File: config.mk
export PLATFORM = sky130hd
export DESIGN_NAME = nexys_starship_score_timer
export DESIGN_NICKNAME = d
export VERILOG_FILES = /design/src/rtl/nexys_starship_pkg.sv /design/src/rtl/nexys_starship_score_timer_bcd_digit_counter.sv /design/src/rtl/nexys_starship_score_timer.sv
export SDC_FILE = /design/constraint.sdc
export NUM_CORES = 1
export LEC_CHECK = 0
export ABC_AREA = 1
export CAP_MARGIN = 0
export CORE_ASPECT_RATIO = 2
export CORE_MARGIN = 1
export CORE_UTILIZATION = 39
export CTS_BUF_LIST = sky130_fd_sc_hd__clkbuf_4
export DETAILED_ROUTE_END_ITERATION = 7
export GPL_TIMING_DRIVEN = 0
export PLACE_DENSITY = 0.59
export RECOVER_POWER = 50
export SYNTH_ARGS = -nofsm -noshare
export SYNTH_HDL_FRONTEND = slang
export SYNTH_HIERARCHICAL = 1
export SYNTH_SLANG_ARGS = --single-unit
File: constraint.sdc
create_clock -name board_clk -period 5.56 [get_ports board_clk]
set_input_delay 1.39 -clock board_clk [delete_from_list [all_inputs] [get_ports board_clk]]
set_output_delay 1.39 -clock board_clk [all_outputs]
set_load 0.02 [all_outputs]
File: src/rtl/nexys_starship_pkg.sv
// Shared definitions for the starship score timer: FSM encodings and BCD limits.
package nexys_starship_pkg;

  typedef enum logic [1:0] {
    ST_IDLE = 2'd0,
    ST_RUN  = 2'd1,
    ST_OVER = 2'd2
  } state_t;

  localparam int          BCD_DIGITS = 4;
  localparam logic [15:0] BCD_MAX    = 16'h9999;

endpackage

File: src/rtl/nexys_starship_score_timer_bcd_digit_counter.sv
// One BCD digit (0..9) with increment enable and synchronous clear.
// carry is asserted when the digit is at 9 and being incremented, so digits
// can be chained as a ripple-enable counter.
module bcd_digit_counter (
  input  logic       board_clk,
  input  logic       Reset,
  input  logic       inc,
  input  logic       clr,
  output logic [3:0] digit,
  output logic       carry
);

  assign carry = inc && (digit == 4'd9);

  // Digit register: clear wins, otherwise count 0..9 and roll over.
  always_ff @(posedge board_clk or posedge Reset) begin
    if (Reset)      digit <= 4'd0;
    else if (clr)   digit <= 4'd0;
    else if (inc)   digit <= carry ? 4'd0 : digit + 4'd1;
  end

endmodule

File: src/rtl/nexys_starship_score_timer.sv
// Survival-time score counter for the starship game.
// Counts whole prescaled ticks while in Play as 4-digit BCD, freezes on game
// over and keeps the session high score. Optional blink of the score digits
// in OVER is enabled with the macro STARSHIP_SCORE_BLINK_EN.
module nexys_starship_score_timer
  import nexys_starship_pkg::*;
#(
  parameter int TICK_DIV = 100000000,
  parameter int PRESC_W  = 27
) (
  input  logic        board_clk,
  input  logic        Reset,
  input  logic        play_flag,
  input  logic        gameover_ctrl,
  output logic [15:0] score_bcd,
  output logic [15:0] high_bcd,
  output logic        running,
  output logic        tick,
  output logic        new_high,
  output logic        score_blank
);

  localparam logic [PRESC_W-1:0] PRESC_TOP = PRESC_W'(TICK_DIV - 1);
`ifdef STARSHIP_SCORE_BLINK_EN
  localparam logic [PRESC_W-1:0] BLINK_TOP = PRESC_W'(TICK_DIV / 2 - 1);
`endif

  state_t                          state, state_nx;
  logic [PRESC_W-1:0]              presc;
  logic                            tick_hit;
  logic                            score_sat;
  logic                            score_clr;
  logic                            over_first;
  logic [BCD_DIGITS-1:0]           inc_d;
  logic [BCD_DIGITS-1:0]           carry_d;
  logic [BCD_DIGITS-1:0][3:0]      digits;

  // State register.
  always_ff @(posedge board_clk or posedge Reset) begin
    if (Reset) state <= ST_IDLE;
    else       state <= state_nx;
  end

  // Next-state logic; the unused encoding falls back to IDLE.
  always_comb begin
    state_nx = state;
    case (state)
      ST_IDLE: if (play_flag && !gameover_ctrl)  state_nx = ST_RUN;
      ST_RUN:  if (gameover_ctrl || !play_flag)  state_nx = ST_OVER;
      ST_OVER: if (!play_flag && !gameover_ctrl) state_nx = ST_IDLE;
      default: state_nx = ST_IDLE;
    endcase
  end

  // A tick only counts if the game is still running on that cycle, so a
  // coincident game end suppresses both the increment and the pulse.
  assign tick_hit  = (state == ST_RUN) && (state_nx == ST_RUN) && (presc == PRESC_TOP);
  assign score_sat = (score_bcd == BCD_MAX);
  assign score_clr = (state_nx == ST_IDLE);

  // Prescaler restarts on every state entry; wraps at TICK_DIV-1 in RUN.
  always_ff @(posedge board_clk or posedge Reset) begin
    if (Reset)                           presc <= '0;
    else if (state_nx != state)          presc <= '0;
    else if (state == ST_RUN)            presc <= (presc == PRESC_TOP) ? '0 : presc + PRESC_W'(1);
`ifdef STARSHIP_SCORE_BLINK_EN
    else if (state == ST_OVER)           presc <= (presc == BLINK_TOP) ? '0 : presc + PRESC_W'(1);
`endif
    else                                 presc <= '0;
  end

  // Ripple-enable digit chain; the least significant digit is gated at 9999.
  assign inc_d[0] = tick_hit && !score_sat;
  for (genvar i = 0; i < BCD_DIGITS; i++) begin : g_digit
    if (i > 0) begin : g_chain
      assign inc_d[i] = carry_d[i-1];
    end
    bcd_digit_counter u_digit (
      .board_clk (board_clk),
      .Reset     (Reset),
      .inc       (inc_d[i]),
      .clr       (score_clr),
      .digit     (digits[i]),
      .carry     (carry_d[i])
    );
  end
  assign score_bcd = digits;

  // Saturation gating means the top digit can never carry out.
  always_ff @(posedge board_clk) begin
    if (!Reset) assert (!carry_d[BCD_DIGITS-1]);
  end

  // Registered status pulses and OVER entry marker.
  always_ff @(posedge board_clk or posedge Reset) begin
    if (Reset) begin
      running    <= 1'b0;
      tick       <= 1'b0;
      over_first <= 1'b0;
    end else begin
      running    <= (state_nx == ST_RUN);
      tick       <= tick_hit;
      over_first <= (state != ST_OVER) && (state_nx == ST_OVER);
    end
  end

  // High score is compared during the first OVER cycle (score already frozen).
  always_ff @(posedge board_clk or posedge Reset) begin
    if (Reset) begin
      high_bcd <= 16'h0000;
      new_high <= 1'b0;
    end else if (over_first && (score_bcd > high_bcd)) begin
      high_bcd <= score_bcd;
      new_high <= 1'b1;
    end else begin
      new_high <= 1'b0;
    end
  end

`ifdef STARSHIP_SCORE_BLINK_EN
  // Blink the score digits in OVER every TICK_DIV/2 cycles, starting dark-off.
  always_ff @(posedge board_clk or posedge Reset) begin
    if (Reset)                                      score_blank <= 1'b0;
    else if (state != ST_OVER || state_nx != ST_OVER) score_blank <= 1'b0;
    else if (presc == BLINK_TOP)                    score_blank <= ~score_blank;
  end
`else
  assign score_blank = 1'b0;
`endif

endmodule

After elaboration in Yosys (flattened, before gate mapping)
Index checks and enable logic that the tools add are counted.
{ "classes": {"order_cmp": 1, "muxes": 20, "n_reduce_logical": 21, "n_addsub": 5, "eq_ne": 12} }
{ "ops": {"columns": ["cell", "n"], "rows": [
  ["two-way mux 27 bit", 3],
  ["two-way mux 4 bit", 12],
  ["adder 27 x 1 -> 27 bit (second input constant)", 1],
  ["equality test 27 bit (second input constant)", 1],
  ["adder 4 x 1 -> 4 bit (second input constant)", 4],
  ["equality test 16 bit (second input constant)", 1],
  ["equality test 4 bit (second input constant)", 4],
  ["> comparator 16 bit", 1],
  ["logical AND 1 bit", 11],
  ["nonzero test 2 bit", 4],
  ["two-way mux 2 bit", 3],
  ["case mux 2 bit (3 select lines)", 1],
  ["equality test 2 x 1 -> 1 bit (second input constant)", 2],
  ["equality test 2 bit (second input constant)", 2],
  ["logical NOT 2 bit", 2],
  ["logical NOT 1 bit", 3],
  ["!= test 2 bit", 1],
  ["!= test 2 bit (second input constant)", 1],
  ["logical OR 1 bit", 1],
  ["two-way mux 1 bit", 1]
]} }
{ "totals": {"input_bits": 4, "reg_bits": 65, "wordCells": 70} }

Logic depth before layout (Yosys ltp)
Gate-level depths: netlist of run 1.
{ "depth": {"depth_word": 15, "mapped_depth": 19, "ltp_nobuf": 19} }

Cells and area by module
Netlist of run 1, hierarchy kept.
{ "modules_own_cells": {"columns": ["mod", "area_each_um2", "cells_per_inst", "instances"], "rows": [
  ["nexys_starship_score_timer", 3005.4, 387, 1],
  ["bcd_digit_counter (g_digit[1].u_digit ...)", 275.3, 39, 3],
  ["bcd_digit_counter (g_digit[0].u_digit)", 282.8, 39, 1]
]} }

Least setup slack after synthesis of run 1
No wires, ideal clock.
{ "synth_timing": {"path_type": "input port to flip-flop", "startpoint": "in play_flag", "endpoint": "reg g_digit[3].u_digit.digit[0]", "t_required_ns": 5.443, "stages": 18, "path_buffers": 0, "arrival_ns": 3.316, "setup_slack_ns": 2.127, "path_cell_list": "inv_1 -> nor2_1 -> inv_1 -> nor2_1 -> inv_1 -> nor2_2 -> o21a_1 -> nand2_2 -> nor2_4 -> nand2_1 -> nor2_4 -> nand2_1 -> nor2_4 -> nand2_1 -> nor2_4 -> nor2_4 -> nand2_1 -> nand2_1"} }
{ "synth_via": {"elab_chain_cells": 15} }
{ "synth_lines": {"columns": ["item", "line_no", "rtl"], "rows": [
  ["start, declared", "nexys_starship_score_timer.sv:13", "input logic play_flag,"],
  ["logical NOT 1 bit", "nexys_starship_score_timer.sv:49, nexys_starship_score_timer.sv:50", null],
  ["logical AND 1 bit / logical OR 1 bit (equally long branches)", "nexys_starship_score_timer.sv:50, nexys_starship_score_timer.sv:49", null],
  ["two-way mux 2 bit (on tied branches)", "nexys_starship_score_timer.sv:50, nexys_starship_score_timer.sv:49", null],
  ["case mux 2 bit (3 select lines) (*)", "nexys_starship_score_timer.sv:47", "case (state)"],
  ["equality test 2 x 1 -> 1 bit (*)", "nexys_starship_score_timer.sv:57", "assign tick_hit = (state == ST_RUN) && (state_nx == ST_RUN) && (presc == PRESC_TOP);"],
  ["logical AND 1 bit (*) (2 in series)", "nexys_starship_score_timer.sv:57", null],
  ["named net tick_hit", "nexys_starship_score_timer.sv:30", "logic tick_hit;"],
  ["logical AND 1 bit (*)", "nexys_starship_score_timer.sv:73", "assign inc_d[0] = tick_hit && !score_sat;"],
  ["named net inc_d[0]", "nexys_starship_score_timer.sv:34", "logic [BCD_DIGITS-1:0] inc_d;"],
  ["[... 1 more ...]", null, null],
  ["named net carry_d[0]", "nexys_starship_score_timer.sv:35", "logic [BCD_DIGITS-1:0] carry_d;"],
  ["logical AND 1 bit (*)", "nexys_starship_score_timer_bcd_digit_counter.sv:13", "assign carry = inc && (digit == 4'd9);"],
  ["named net carry_d[1]", "nexys_starship_score_timer.sv:35", null],
  ["logical AND 1 bit (*)", "nexys_starship_score_timer_bcd_digit_counter.sv:13", null],
  ["named net carry_d[2]", "nexys_starship_score_timer.sv:35", null],
  ["logical AND 1 bit (*)", "nexys_starship_score_timer_bcd_digit_counter.sv:13", null],
  ["named net carry_d[3]", "nexys_starship_score_timer.sv:35", null],
  ["two-way mux 4 bit (*) (2 in series)", "nexys_starship_score_timer_bcd_digit_counter.sv:19", "else if (inc) digit <= carry ? 4'd0 : digit + 4'd1;"],
  ["two-way mux 4 bit (*)", "nexys_starship_score_timer_bcd_digit_counter.sv:18", "else if (clr) digit <= 4'd0;"],
  ["end signal, assigned", "nexys_starship_score_timer_bcd_digit_counter.sv:19", null],
  ["end, declared", "nexys_starship_score_timer_bcd_digit_counter.sv:9", "output logic [3:0] digit,"]
]} }
Mark *: on every way through the listed nets, which the timed path passes. The rest lies on a longest branch. The select of a mux whose other input is x is not followed.
A chain may end at the register's enable or synchronous reset.

Worst setup path after layout of run 1
{ "layout_timing": {"startpoint": "in play_flag", "endpoint": "reg g_digit[3].u_digit.digit[2]"} }
{ "layout_via": {"elab_chain_cells": 15} }
{ "layout_lines": {"columns": ["item", "line_no"], "rows": [
  ["logical NOT 1 bit", "nexys_starship_score_timer.sv:49, nexys_starship_score_timer.sv:50"],
  ["logical AND 1 bit / logical OR 1 bit (equally long branches)", "nexys_starship_score_timer.sv:50, nexys_starship_score_timer.sv:49"],
  ["two-way mux 2 bit (on tied branches)", "nexys_starship_score_timer.sv:50, nexys_starship_score_timer.sv:49"],
  ["case mux 2 bit (3 select lines) (*)", "nexys_starship_score_timer.sv:47"],
  ["equality test 2 x 1 -> 1 bit (*)", "nexys_starship_score_timer.sv:57"],
  ["logical AND 1 bit (*) (2 in series)", "nexys_starship_score_timer.sv:57"],
  ["named net tick_hit", "nexys_starship_score_timer.sv:30"],
  ["logical AND 1 bit (*)", "nexys_starship_score_timer.sv:73"],
  ["named net inc_d[0]", "nexys_starship_score_timer.sv:34"],
  ["[... 1 more ...]", null],
  ["named net carry_d[0]", "nexys_starship_score_timer.sv:35"],
  ["logical AND 1 bit (*)", "nexys_starship_score_timer_bcd_digit_counter.sv:13"],
  ["named net carry_d[1]", "nexys_starship_score_timer.sv:35"],
  ["logical AND 1 bit (*)", "nexys_starship_score_timer_bcd_digit_counter.sv:13"],
  ["named net carry_d[2]", "nexys_starship_score_timer.sv:35"],
  ["logical AND 1 bit", "nexys_starship_score_timer_bcd_digit_counter.sv:13"],
  ["two-way mux 4 bit (2 in series)", "nexys_starship_score_timer_bcd_digit_counter.sv:19"],
  ["two-way mux 4 bit", "nexys_starship_score_timer_bcd_digit_counter.sv:18"]
]} }
Marks and branches as above.

==> qor.csv, run 1 <==
metric,value,unit
Fillers,1069,
Tcrit/Tclk final,0.701,
Die ar.,0.0110,mm^2
number of library cell types mapped by synthesis,29,
WL final,9910,um
DP HPWL,7800,um
gpl congestion,0.917,
initial antenna violation count,1,
Starting Density,0.403,
PD cells,182,mW/mm^2
number of setup buffers added after CTS,0,
Root Buffer Master,clkbuf_4,
row cnt,52,
CTS H-tree depth,3,
outcome,finished with violations,
Core Region,0.0102,mm^2
mapped cell area,0.00411,mm^2
routed vias/inst,4.85,
max cap viols,1,
layout cell share with drive strength beyond 1,0.116,
# DRC,0,
post-DR wirelength/cell,13.5,um
clock sink total,65,
failing checks,"capacitance limit, slew limit",
crit-path max FO,5,
type of origin of the critical path,input port,
1st-pass router iterations,5,
setup_tns,0,ns
Synth Warn #,6,
GRT Overall Usage,0.204,
clock-pin transition on the worst setup and hold timing paths,0.11,ns
CTS tree,done,
antenna-violating nets left,0,
Relative slew margins,-0.0182,
total gr overflow,0,
crit path capture type,flip-flop,
CP arrival,4.26,ns
Resized Gates After CTS,0,
I/O pins,40,
layout overhead on the synthesized area,15.9,%
final hold viol count,0,
register area share after synthesis,0.395,
critical path class,in2reg,
Mapped Avg Cell Area,7.58,um^2
worst vdd ir,0.000118,V
Synth Instances,543,
CTS Buffer Depth,2,
Initial DRC Count,188,
Placed Area,0.00468,mm^2
number of global-route vias before repair,3650,
port bufs,38,
Final Cell Area,0.00477,mm^2
hold_buf cts,0,
post-layout minimum cycle time,3.90,ns
largest net degree at the start of global routing,27,
WP data required,5.92,ns
first-pass GRT wire length,16900,um
DIE HEIGHT,147,um
width of the die,74.6,um
count of final max-slew check failures,27,
fmax,0.257,GHz
#FFs+latches synth,65,
Finish-stage setup viols,0,
Setup Skew,0.0161,ns
vias post-DR,3551,
Skew-Pair Late Insertion Delay,0.43,ns
Design Power,0.867,mW
Num CTS Buffers,9,
Syn Nets,572,
leak pwr,2.18,nW
Slew @ Worst Pin,1.53,ns
RSZ-0062 raised after global routing,false,
worst min path class,reg2reg,
fin nets,622,
==> stage by stage <==
step / hold WS [ns] / worst slack [ns] / utilization / std cells
final: 0.507 / 1.66 / 0.467 / 732
after CTS: 0.516 / 1.70 / 0.470 / 731
after detailed placement: 0.489 / 1.25 / 0.458 / 717
after floorplan: 0.465 / 2.13 / - / 543
after global routing: 0.539 / 1.36 / 0.467 / 732
after global placement: 0.488 / 1.31 / 0.457 / 716
==> worst max-delay path, cell delays in order <==
cell and delay [ns]:
dlygate4sd3_1 0.55, inv_1 0.04, nor2_1 0.14, inv_1 0.09, nor2_1 0.22, inv_1 0.08
nor2_2 0.15, o21a_1 0.20, nand2_2 0.09, nor2_4 0.18, nand2_1 0.13, nor2_4 0.20
nand2_1 0.13, nor2_4 0.19, nor2_2 0.10, o21ai_0 0.19, nand2_1 0.07, nor2_1 0.10
==> Yosys cell counts, drive strengths merged <==
library cell,number,area share
nand2,160,0.15
a21oi,8,0.0097
nand4,12,0.018
conb,1,0.00091
nand3b,2,0.0036
inv,88,0.080
dfrtp,65,0.40
nor2,88,0.11
xnor2,5,0.011
o21ai,15,0.018
nor3,16,0.026
nand3,37,0.049
ha,25,0.076
a31oi,1,0.0015
a21o,1,0.0018
xor2,10,0.021
buf,7,0.015
o21a,2,0.0036
==> cell families (layout without fill, tap and decap cells) <==
family	Yosys count	count (layout)	share of synthesized area
other	1	2	0.000912
buffers and inverters	95	148	0.0955
adders and majority gates	25	25	0.0760
AOI/OAI and AO/OA	27	27	0.0350
xor gates and xnor gates	15	15	0.0319
DFF	65	65	0.395
and+or+nand+nor	315	315	0.365
==> cells in the final DEF, fill, tap and decap left out, types with 7 or more instances in the layout <==
cell type / n
a21oi_1: 8
clkdlybuf4s50_1: 36
clkbuf_4: 9
nand3_1: 34
ha_1: 25
nor2_4: 13
nand2_1: 152
dfrtp_1: 65
nand2_2: 7
nor2_1: 58
nor3_1: 12
o21ai_0: 12
nor2_2: 17
xor2_1: 10
inv_1: 83
nand4_1: 12
==> area by class of cell <==
type / instances / area (um^2) / share of cell area
buffer: 7 / 55.1 / 0.0115
inverter: 88 / 330 / 0.0693
timing repair buffer: 39 / 384 / 0.0806
antenna: 1 / 2.50 / 0.000525
sequential: 65 / 1630 / 0.341
multi-input combinational: 383 / 2080 / 0.437
clock buffer: 9 / 67.6 / 0.0142
clock inverter: 5 / 48.8 / 0.0102
tap: 135 / 169 / 0.0354
==> state kept, by name, summed over array words and instances, names as in the netlist <==
signal                 count
presc                     27
new_high                   1
running                    1
tick                       1
high_bcd                  16
g_digit.u_digit/digit     16
state                      2
over_first                 1
==> where the power goes <==
group	leakage, nW	internal, mW	switching (mW)
registers	0.891	0.478	0.00482
clock network	0.0688	0.129	0.175
logic	1.22	0.0232	0.0570
==> final timing paths <==
kind                         startpoint                           to  slack, ns  depth (start not counted)
setup reg to reg               presc[0]  g_digit[3].u_digit/digit[2]       2.49                         18
hold / removal             high_bcd[11]                 high_bcd[11]       0.51                          2
hold reg to reg            high_bcd[11]                 high_bcd[11]       0.51                          2
min in group asynchronous         Reset  g_digit[2].u_digit/digit[2]       1.43                          2
setup / recovery              play_flag  g_digit[3].u_digit/digit[2]       1.66                         18
max in group asynchronous         Reset                      running       1.88                          3
==> layer usage <==
| metal | vias to the layer above | wire [um] | global-route usage |
|---|---|---|---|
| li1 | 1785 | - | - |
| met1 | 1685 | 3480 | 0.189 |
| met2 | 56 | 5880 | 0.400 |
| met3 | 25 | 251 | 0.0405 |
| met4 | 0 | 299 | 0.0887 |
| met5 | - | 0 | 0 |
Note: power is estimated with default switching activity, not from simulation.
==> run 2, diff against run 1 <==
clock period = 3.8 ns   (was 5.56 ns; I/O delays follow)
==> run 2 against run 1 <==
Critical path depth unchanged. Clock skew up 0.0040 ns. Clock-buffer cell count unchanged. Sequential power up 46%. Non-clock buffer count unchanged. Largest cell class unchanged. The run now ends clean. Cell area down 0.18%. First-iteration DRC count down 9.0%. Clock power up 46%. Via count up 0.25%. Sequential cell count unchanged.
==> qor.csv, run 2 (synthesized netlist as in run 1, its figures left out) <==
metric,value,unit,change
DIE HEIGHT,147,um,unchanged
Slew @ Worst Pin,1.29,ns,-0.239 ns
Relative slew margins,0.141,,+0.160
post-layout minimum cycle time,3.39,ns,
WL final,9940,um,+0.22%
min-delay src,high_bcd[11],,
Most common cell on crit path,nor2_1,,
CTS tree,done,,
initial antenna violation count,1,,unchanged
Root Buffer Master,clkbuf_4,,
RSZ-0062 raised after global routing,false,,
Placed Area,0.00468,mm^2,unchanged
Finish-stage setup viols,0,,unchanged
count of final max-slew check failures,0,,-100%
clock sink total,65,,unchanged
1st-pass router iterations,5,,unchanged
post-DR wirelength/cell,13.6,um,+0.22%
reg-to-reg endpoint,g_digit[3].u_digit/digit[2],,
Starting Density,0.403,,unchanged
crit-path leading delay family,simple AND/OR/NAND/NOR gates,,
GRT Overall Usage,0.204,,unchanged
worst vdd ir,0.000173,V,+46%
Setup Skew,0.0202,ns,+0.00405 ns
R2R depth,18,,unchanged
fin nets,622,,unchanged
max cap viols,0,,-1
final hold viol count,0,,unchanged
width of the die,74.6,um,unchanged
crit-path max FO,5,,unchanged
DP Cell Count,717,,unchanged
CP cell instances,clkdlybuf4s50_1 > inv_1 > nor2_1 > inv_1 > nor2_1 > inv_1 > nor2_1 > o21a_1 > nand2_2 > nor2_4 > nand2_1 > nor2_4 > nand2_1 > nor2_4 > nor2_2 > o21ai_0 > nand2_1 > nor2_1,,
port bufs,38,,unchanged
Skew-Pair Late Insertion Delay,0.43,ns,about the same
Final Cell Area,0.00476,mm^2,-0.18%
gpl congestion,0.917,,unchanged
antenna-violating nets left,0,,unchanged
Critical Path Max Stage Delay,0.48,ns,-0.07 ns
number of global-route vias before repair,3650,,unchanged
Fillers,1070,,+0.094%
I/O pins,40,,unchanged
Core Region,0.0102,mm^2,unchanged
CTS Buffer Depth,2,,unchanged
leak pwr,2.19,nW,+0.28%
CP arrival,3.76,ns,-0.50 ns
Initial DRC Count,171,,-9.0%
layout cell share with drive strength beyond 1,0.107,,-0.00839
Resized Gates After CTS,0,,unchanged
post-route insts no fill,732,,unchanged
fmax,0.295,GHz,
"Slowest-stage cell, CP",clkdlybuf4s50_1,,
vias post-DR,3560,,+0.25%
WP data required,4.16,ns,-1.76 ns
Design Power,1.27,mW,+46%
R2R Setup Slk,0.59,ns,-1.90 ns
CTS H-tree depth,3,,unchanged
type of origin of the critical path,input port,,
Hold Crit Depth,2,,unchanged
# DRC,0,,unchanged
DP HPWL,7800,um,unchanged
critical path class,in2reg,,
Hold Path End,high_bcd[11],,
Tcrit/Tclk final,0.893,,
crit path capture type,flip-flop,,
clock-pin transition on the worst setup and hold timing paths,0.12,ns,about the same
layout overhead on the synthesized area,15.7,%,
number of setup buffers added after CTS,0,,unchanged
Largest register FFs,27,,unchanged
Buf/Inv on CP,4,,unchanged
Die ar.,0.0110,mm^2,unchanged
largest net degree at the start of global routing,27,,unchanged
"commonest non-fill, non-tap cell in the layout",nand2_1,,
hold_buf cts,0,,unchanged
PD cells,267,mW/mm^2,+47%
Num CTS Buffers,9,,unchanged
outcome,"finished, final reports clean",,
worst min path class,reg2reg,,
Biggest register,presc,,
routed vias/inst,4.86,,+0.25%
reg2reg start,presc[0],,
most frequent cells in the layout,"nand2_1 (153), inv_1 (84), dfrtp_1 (65)",,
row cnt,52,,unchanged
total gr overflow,0,,unchanged
first-pass GRT wire length,16900,um,unchanged
biggest regs,"presc (27), g_digit.u_digit/digit (16), high_bcd (16)",,
## run 2: changes by cell type in the layout (fill, tap and decap cells not counted)
cell / change
inv_1: +1
buf_6: -1
nor2_1: +1
inv_2: -1
dlymetal6s4s_1: +1
nor2_2: -1
nand3_1: +1
nand3_2: -1
clkdlybuf4s50_1: +1
nand2_2: -1
nand2_1: +1
dlygate4sd3_1: -1
## run 2: tightest hold or removal path, delay by kind of cell (launching register included)
kind	cells	cell delay, ns
DFF	1	0.38
and+or+nand+nor	2	0.11
## run 2: layout make-up
cell class | instances | area [um^2] | area share
diodes | 1 | 2.50 | 0.000526
repair buffers | 39 | 393 | 0.0825
inverters | 88 | 330 | 0.0694
plain buffers | 7 | 47.5 | 0.00999
clock buffers | 9 | 67.6 | 0.0142
flip-flops and latches | 65 | 1630 | 0.342
well taps | 135 | 169 | 0.0355
multi-input cells | 383 | 2070 | 0.436
clock inverters | 5 | 48.8 | 0.0103
## run 2: worst max-delay path by stage
stage,startpoint,endpoint,slack [ns],cells past startpoint
2_1_floorplan,play_flag,g_digit[3].u_digit/digit[0],0.81,18
3_3_place_gp,play_flag,g_digit[3].u_digit/digit[3],-0.008,19
3_5_place_dp,play_flag,g_digit[3].u_digit/digit[0],-0.07,19
4_1_cts,play_flag,g_digit[3].u_digit/digit[2],0.38,18
5_1_grt,play_flag,g_digit[3].u_digit/digit[2],0.11,18
6_report,play_flag,g_digit[3].u_digit/digit[2],0.41,18
## run 2: where the power goes
part | switching (mW) | total, mW | internal, mW
registers | 0.00707 | 0.707 | 0.700
clock network | 0.257 | 0.445 | 0.188
logic | 0.0832 | 0.117 | 0.0336
total | 0.347 | 1.27 | 0.922
## run 2: stage by stage
stage / util / hold WS [ns] / TNS, ns / worst slack [ns]
final: 0.466 / 0.508 / 0 / 0.406
after global routing: 0.466 / 0.539 / 0 / 0.107
after CTS: 0.470 / 0.516 / 0 / 0.384
after detailed placement: 0.458 / 0.489 / -0.233 / -0.0659
after global placement: 0.457 / 0.488 / -0.0245 / -0.00832
after floorplan: - / 0.465 / 0 / 0.807
## run 2: layer usage
layer  track usage  vias to the layer above  part of all wire
met3        0.0405                       25             0.025
met5             0                        -                 0
met4        0.0887                        0             0.030
li1              -                     1784                 -
met1         0.189                     1693              0.35
met2         0.400                       58              0.59
